<file path="config.mk">
export PLATFORM = sky130hd
export DESIGN_NAME = pipe_stage_skid
export DESIGN_NICKNAME = d
export VERILOG_FILES = /design/src/rtl/pipe_pkg.sv /design/src/rtl/pipe_entry.sv /design/src/rtl/pipe_stage_skid.sv
export SDC_FILE = /design/constraint.sdc
export NUM_CORES = 1
export LEC_CHECK = 0
export BUFFER_PORTS_ARGS = -buffer_cell sky130_fd_sc_hd__buf_4
export CAP_MARGIN = 20
export CORE_UTILIZATION = 45
export CTS_BUF_LIST = sky130_fd_sc_hd__clkbuf_2
export DETAILED_ROUTE_END_ITERATION = 10
export PLACE_DENSITY = 0.76
export SLEW_MARGIN = 10
export SYNTH_ARGS = -nofsm -noshare
export SYNTH_HDL_FRONTEND = slang
export SYNTH_SLANG_ARGS = --single-unit
</file>
<file path="constraint.sdc">
create_clock -name clk_i -period 2.1 [get_ports clk_i]
set_input_delay 0.42 -clock clk_i [delete_from_list [all_inputs] [get_ports clk_i]]
set_output_delay 0.42 -clock clk_i [all_outputs]
set_load 0.05 [all_outputs]
</file>
<file path="src/rtl/pipe_pkg.sv">
// rtl/pipe_pkg.sv - shared state encodings, default widths and control-field layout for pipeline stages
//
// Contents:
//   state_e          : skid-stage FSM state; the encoding doubles as the occupancy count
//   DATA_W_DEF       : default datapath payload width
//   CTRL_W_DEF       : default control payload width
//   CTRL_W_*         : control width carried across each stage boundary
//   CTRL_*_LSB/_BIT  : bit offsets of the fields packed into in_ctrl
//   pack_ctrl()      : builds a full-width control word from its fields
package pipe_pkg;

  typedef enum logic [1:0] {
    ST_EMPTY = 2'd0,
    ST_ONE   = 2'd1,
    ST_TWO   = 2'd2
  } state_e;

  localparam int DATA_W_DEF = 32;
  localparam int CTRL_W_DEF = 24;

  // Control narrows as fields are consumed further down the pipe.
  localparam int CTRL_W_IFID  = 24;
  localparam int CTRL_W_IDEX  = 24;
  localparam int CTRL_W_EXMEM = 16;
  localparam int CTRL_W_MEMWB = 8;

  localparam int CTRL_ALU_OP_LSB = 0;   // 6 bits
  localparam int CTRL_ALU_OP_W   = 6;
  localparam int CTRL_SRC_A_LSB  = 6;   // 2 bits
  localparam int CTRL_SRC_B_LSB  = 8;   // 2 bits
  localparam int CTRL_REG_WE_BIT = 10;
  localparam int CTRL_MEM_WE_BIT = 11;
  localparam int CTRL_MEM_RE_BIT = 12;
  localparam int CTRL_WB_SEL_LSB = 13;  // 2 bits
  localparam int CTRL_RD_LSB     = 15;  // 5 bits
  localparam int CTRL_RD_W       = 5;

  function automatic logic [CTRL_W_DEF-1:0] pack_ctrl(
    input logic [CTRL_ALU_OP_W-1:0] alu_op,
    input logic [1:0]               src_a,
    input logic [1:0]               src_b,
    input logic                     reg_we,
    input logic                     mem_we,
    input logic                     mem_re,
    input logic [1:0]               wb_sel,
    input logic [CTRL_RD_W-1:0]     rd
  );
    logic [CTRL_W_DEF-1:0] c;
    c = '0;
    c[CTRL_ALU_OP_LSB +: CTRL_ALU_OP_W] = alu_op;
    c[CTRL_SRC_A_LSB  +: 2]             = src_a;
    c[CTRL_SRC_B_LSB  +: 2]             = src_b;
    c[CTRL_REG_WE_BIT]                  = reg_we;
    c[CTRL_MEM_WE_BIT]                  = mem_we;
    c[CTRL_MEM_RE_BIT]                  = mem_re;
    c[CTRL_WB_SEL_LSB +: 2]             = wb_sel;
    c[CTRL_RD_LSB     +: CTRL_RD_W]     = rd;
    return c;
  endfunction

endpackage

</file>
<file path="src/rtl/pipe_entry.sv">
// rtl/pipe_entry.sv - one payload register (data + control) with load enable and control clear
//
// Ports:
//   clk_i, rst_n_i : clock, asynchronous active-low reset
//   load_i         : capture data_i/ctrl_i on the next rising edge
//   clr_i          : force the control word to RST_CTRL; data is kept (wins over load_i)
//   data_i, ctrl_i : payload to capture
//   data_o, ctrl_o : held payload
module pipe_entry
  import pipe_pkg::*;
#(
  parameter int                 DATA_W   = DATA_W_DEF,
  parameter int                 CTRL_W   = CTRL_W_DEF,
  parameter logic [CTRL_W-1:0]  RST_CTRL = '0
) (
  input  logic              clk_i,
  input  logic              rst_n_i,
  input  logic              load_i,
  input  logic              clr_i,
  input  logic [DATA_W-1:0] data_i,
  input  logic [CTRL_W-1:0] ctrl_i,
  output logic [DATA_W-1:0] data_o,
  output logic [CTRL_W-1:0] ctrl_o
);

  logic [DATA_W-1:0] data_q;
  logic [CTRL_W-1:0] ctrl_q;

  // Clearing only the control word is enough to make a slot harmless
  // downstream, and leaving data untouched keeps out_data stable in bubbles.
  always_ff @(posedge clk_i or negedge rst_n_i) begin
    if (!rst_n_i) begin
      data_q <= '0;
      ctrl_q <= RST_CTRL;
    end else if (clr_i) begin
      ctrl_q <= RST_CTRL;
    end else if (load_i) begin
      data_q <= data_i;
      ctrl_q <= ctrl_i;
    end
  end

  assign data_o = data_q;
  assign ctrl_o = ctrl_q;

endmodule

</file>
<file path="src/rtl/pipe_stage_skid.sv">
// rtl/pipe_stage_skid.sv - two-entry skid-buffered pipeline register with valid/ready handshake and flush
//
// Ports:
//   clk_i, rst_n_i          : clock, asynchronous active-low reset
//   in_valid/in_ready       : upstream handshake; in_ready depends only on held state
//   in_data, in_ctrl        : upstream payload
//   flush                   : synchronous kill of every held beat and of any same-cycle input
//   out_valid/out_ready     : downstream handshake
//   out_data, out_ctrl      : downstream payload; out_ctrl is RST_CTRL whenever out_valid=0
//   occupancy               : beats held (0..2), equal to the FSM state encoding
module pipe_stage_skid
  import pipe_pkg::*;
#(
  parameter int                 DATA_W   = DATA_W_DEF,
  parameter int                 CTRL_W   = CTRL_W_DEF,
  parameter logic [CTRL_W-1:0]  RST_CTRL = '0
) (
  input  logic              clk_i,
  input  logic              rst_n_i,
  input  logic              in_valid,
  output logic              in_ready,
  input  logic [DATA_W-1:0] in_data,
  input  logic [CTRL_W-1:0] in_ctrl,
  input  logic              flush,
  output logic              out_valid,
  input  logic              out_ready,
  output logic [DATA_W-1:0] out_data,
  output logic [CTRL_W-1:0] out_ctrl,
  output logic [1:0]        occupancy
);

  state_e state_q;

  logic              acc;
  logic              deq;
  logic              main_load;
  logic              main_clr;
  logic              main_from_skid;
  logic              skid_load;
  logic              skid_clr;
  logic [DATA_W-1:0] main_data_d;
  logic [CTRL_W-1:0] main_ctrl_d;
  logic [DATA_W-1:0] main_data;
  logic [CTRL_W-1:0] main_ctrl;
  logic [DATA_W-1:0] skid_data;
  logic [CTRL_W-1:0] skid_ctrl;

  // Ready is a pure decode of the registered state, so out_ready never
  // reaches it. Gating with rst_n_i holds it low while reset is applied and
  // lets the first edge after release accept a beat.
  assign in_ready  = rst_n_i && (state_q != ST_TWO);
  assign out_valid = (state_q != ST_EMPTY);
  assign occupancy = state_q;

  assign acc = in_valid && in_ready;
  assign deq = out_valid && out_ready;

  // Entry control. The skid is only filled when main is full and not
  // draining; it always drains into main before main takes new input.
  always_comb begin
    main_load      = 1'b0;
    main_clr       = 1'b0;
    main_from_skid = 1'b0;
    skid_load      = 1'b0;
    skid_clr       = 1'b0;
    if (flush) begin
      // A same-cycle output transfer already consumed main's beat; clearing
      // both entries drops everything else, including any input beat.
      main_clr = 1'b1;
      skid_clr = 1'b1;
    end else begin
      case (state_q)
        ST_EMPTY: begin
          main_load = acc;
        end
        ST_ONE: begin
          if (acc && !deq) begin
            skid_load = 1'b1;
          end else if (acc && deq) begin
            main_load = 1'b1;
          end else if (deq) begin
            main_clr = 1'b1;
          end
        end
        ST_TWO: begin
          if (deq) begin
            main_load      = 1'b1;
            main_from_skid = 1'b1;
            skid_clr       = 1'b1;
          end
        end
        default: begin
          main_clr = 1'b1;
          skid_clr = 1'b1;
        end
      endcase
    end
  end

  assign main_data_d = main_from_skid ? skid_data : in_data;
  assign main_ctrl_d = main_from_skid ? skid_ctrl : in_ctrl;

  always_ff @(posedge clk_i or negedge rst_n_i) begin
    if (!rst_n_i) begin
      state_q <= ST_EMPTY;
    end else if (flush) begin
      state_q <= ST_EMPTY;
    end else begin
      case (state_q)
        ST_EMPTY: if (acc) state_q <= ST_ONE;
        ST_ONE: begin
          if (acc && !deq)      state_q <= ST_TWO;
          else if (!acc && deq) state_q <= ST_EMPTY;
        end
        ST_TWO:   if (deq) state_q <= ST_ONE;
        default:  state_q <= ST_EMPTY;
      endcase
    end
  end

  pipe_entry #(
    .DATA_W   (DATA_W),
    .CTRL_W   (CTRL_W),
    .RST_CTRL (RST_CTRL)
  ) u_main (
    .clk_i   (clk_i),
    .rst_n_i (rst_n_i),
    .load_i  (main_load),
    .clr_i   (main_clr),
    .data_i  (main_data_d),
    .ctrl_i  (main_ctrl_d),
    .data_o  (main_data),
    .ctrl_o  (main_ctrl)
  );

  pipe_entry #(
    .DATA_W   (DATA_W),
    .CTRL_W   (CTRL_W),
    .RST_CTRL (RST_CTRL)
  ) u_skid (
    .clk_i   (clk_i),
    .rst_n_i (rst_n_i),
    .load_i  (skid_load),
    .clr_i   (skid_clr),
    .data_i  (in_data),
    .ctrl_i  (in_ctrl),
    .data_o  (skid_data),
    .ctrl_o  (skid_ctrl)
  );

  // Main's control is cleared whenever the stage empties, so it already
  // reads RST_CTRL in every bubble.
  assign out_data = main_data;
  assign out_ctrl = main_ctrl;

endmodule

</file>
==> results.md <==
* Register bit total from synthesis at around 110
* Reg-to-Reg Start: occupancy[0]
* Cell Area, Synth at 4850 um^2
* Most common cell after layout, fill and taps aside: buf_4
* Crit path max-delay cell type: dfrtp_2
* Worst Min Path Start: out_ready
* Syn Inst Count at roughly 360
* YS warnings at 0
* Clock-pin transition on the worst setup and hold timing paths at ~0.15 ns
* Die area at 11200 um^2
* Most frequent cells in the layout: buf_4, dfrtp_1, dlygate4sd3_1
* Diode count at 0
* NumNets Final at ~610
* Hold crit path type: in2reg
* Max incr delay on CP at between 0.4 and 0.5 ns
* Final setup vio count at 0
* P_leak at between 3 and 4 nW
* First-pass GRT wire length at between 15 and 20 mm
* WP data arrival at about 1.6 ns
* Final std cells w/o fill at 696
* Die Y at roughly 110 um
* Root Buffer: clkbuf_2
* CTS H-tree depth at 4
* Synth unique cells at 29
* Reg-to-reg slack, setup at approximately 0.19 ns
* Final hold slack at between 0.15 and 0.2 ns
* Max Cap Viol at 0
* Setup TNS at 0 ns
* Final Util at 0.652
* Buffers on Ports at 120
* Status: complete, no violations
* Total gr overflow at 0
* Crit-path max FO at 5
* Tot Pwr at 5.86 mW
* Startpoint Class: register
* Ys async rst share at 1.00
* Clock Sinks at between 100 and 150
* Tightest Pin Transition at ~0.95 ns
* Syn avg cell area at around 13 um^2
* Share of layout cells above drive strength 1 at 0.309
* Post-layout minimum cycle time at a little under 2 ns
* Clock Skew at 0.0302 ns
* # DRC at 0
* CORE AREA at 10400 um^2
* Crit Path Class: reg2out
* Peak supply drop at just under 0.5 mV
* CP delay by family, top: flip-flops
* Buf/Inv on CP at 1
* Layout area overhead at 39.4%
* Max Slew Vio Count at 0
* Inserted Clock Buffers at 17
* Io pins at 121
* EDFF count, synth at 0
* Dominant synthesized flop cell: dfrtp_1
* Final GP Congestion at roughly 0.79
* Worst setup path endpoint: in_ready
* Tcrit/Tclk final at 0.945
* Clk buf depth at 2
* Via density at roughly 5.2
* FF-to-FF End: u_main.data_o[1]
* Power Density at 868 nW/um^2
* Critical Path Start: occupancy[0]
* Routed WL at around 11 mm
* Worst R2R Path Depth at 6
* CP required at about 1.7 ns
* Initial Utilization at 0.468
* Slew HR at 0.369
* Routed len/inst at 15.7 um
* Register area share after synthesis at 0.588
* Filler cells at between 800 and 900
* Number of antenna violations at the first check in global routing at 0
* Total number of vias at 3640
* Number of global-route vias before repair at around 3600
* Row cnt at 37
* Max Freq at approximately 500 MHz
* Syn nets at ~430
* Largest net degree at the start of global routing at between 80 and 90
* Remaining antenna violation count after routing at 0
* Final Hold Vio Count at 0
* GRT Overall Usage at 0.207
* First-pass DRT Iterations at 4
* Crit. path cell count at 3
* CP Cell Sequence: nand2b_4 > and2_4 > buf_6
* CP endpoint kind: output pin
* Die X at about 110 um
* CTS tree: done
* Placed cells at ~600
* Initial DRC count at around 150
* Insertion delay to the later sink of the worst-skew pair at 0.65 ns
* HPWL after detailed placement at between 6 and 7 mm
-- cell usage after synthesis, drive strengths merged, types with 2 or more instances --
cell type / count / area, um^2
mux2: 32 / 360
o2bb2ai: 24 / 210
buf: 23 / 171
o21ai: 32 / 160
mux2i: 56 / 561
a22o: 24 / 210
nand2b: 3 / 26.3
clkbuf: 4 / 15.0
dfrtp: 114 / 2850
or2: 3 / 18.8
a21oi: 2 / 17.5
o21bai: 2 / 15.0
nand2: 33 / 124
-- worst min-delay path: stages --
cell      delay, ns
buf_4          0.15
nand3b_1       0.12
a31oi_1        0.08
-- power by group --
group / total, mW / switching (mW) / leakage (nW) / internal (mW)
Sequential: 2.64 / 0.156 / 1.50 / 2.48
Clock: 1.73 / 0.818 / 0.165 / 0.911
Combinational: 1.50 / 0.952 / 1.49 / 0.543
Total: 5.86 / 1.93 / 3.16 / 3.94
-- worst min-delay path by stage --
stage | depth (start not counted) | to
final | 3 | occupancy[0]
after global routing | 3 | occupancy[0]
after CTS | 3 | occupancy[0]
after detailed placement | 2 | occupancy[1]
after global placement | 2 | occupancy[1]
after floorplan | 0 | occupancy[0]
-- cells by family after synthesis --
group | after synthesis | synth area share
multiplexers | 88 | 0.190
AO/OA/AOI/OAI | 87 | 0.131
buffers and inverters | 27 | 0.0384
AND/OR/NAND/NOR | 48 | 0.0524
flip-flops | 114 | 0.588
-- area by class of cell --
type	instances	area [um^2]	share of cell area
Tap cell	136	170	0.0252
Clock inverter	11	185	0.0274
Clock buffer	21	105	0.0155
Multi-Input combinational cell	223	1830	0.270
Sequential cell	114	2860	0.422
Timing Repair Buffer	191	1620	0.239
-- flip-flops by register name, summed over array words and instances (netlist names) --
name and flops:
u_main.ctrl_o 24, occupancy 2, u_skid.data_o 32, u_main.data_o 32, u_skid.ctrl_o 24
-- routing by layer --
metal / GRT usage / wire length (um) / part of all wire
met5: 0 / 0 / 0
met4: 0.115 / 329 / 0.030
met3: 0.0464 / 418 / 0.038
met2: 0.322 / 5310 / 0.48
met1: 0.267 / 4890 / 0.45
-- what timing repair did --
action,CTS,global route
gates resized for setup,2,3
setup buffers,2,2
hold buffers,58,0
setup endpoints to repair,1,2
hold endpoints to repair,105,0
-- per-stage QoR --
stage	setup slack [ns]	cell area [um^2]
after floorplan	0.134	4850
after global placement	0.146	5830
after detailed placement	0.0171	5830
after CTS	0.00501	6720
after global routing	-0.00704	6760
final	0.116	6760
No activity file was read; power rests on OpenSTA's default activity.
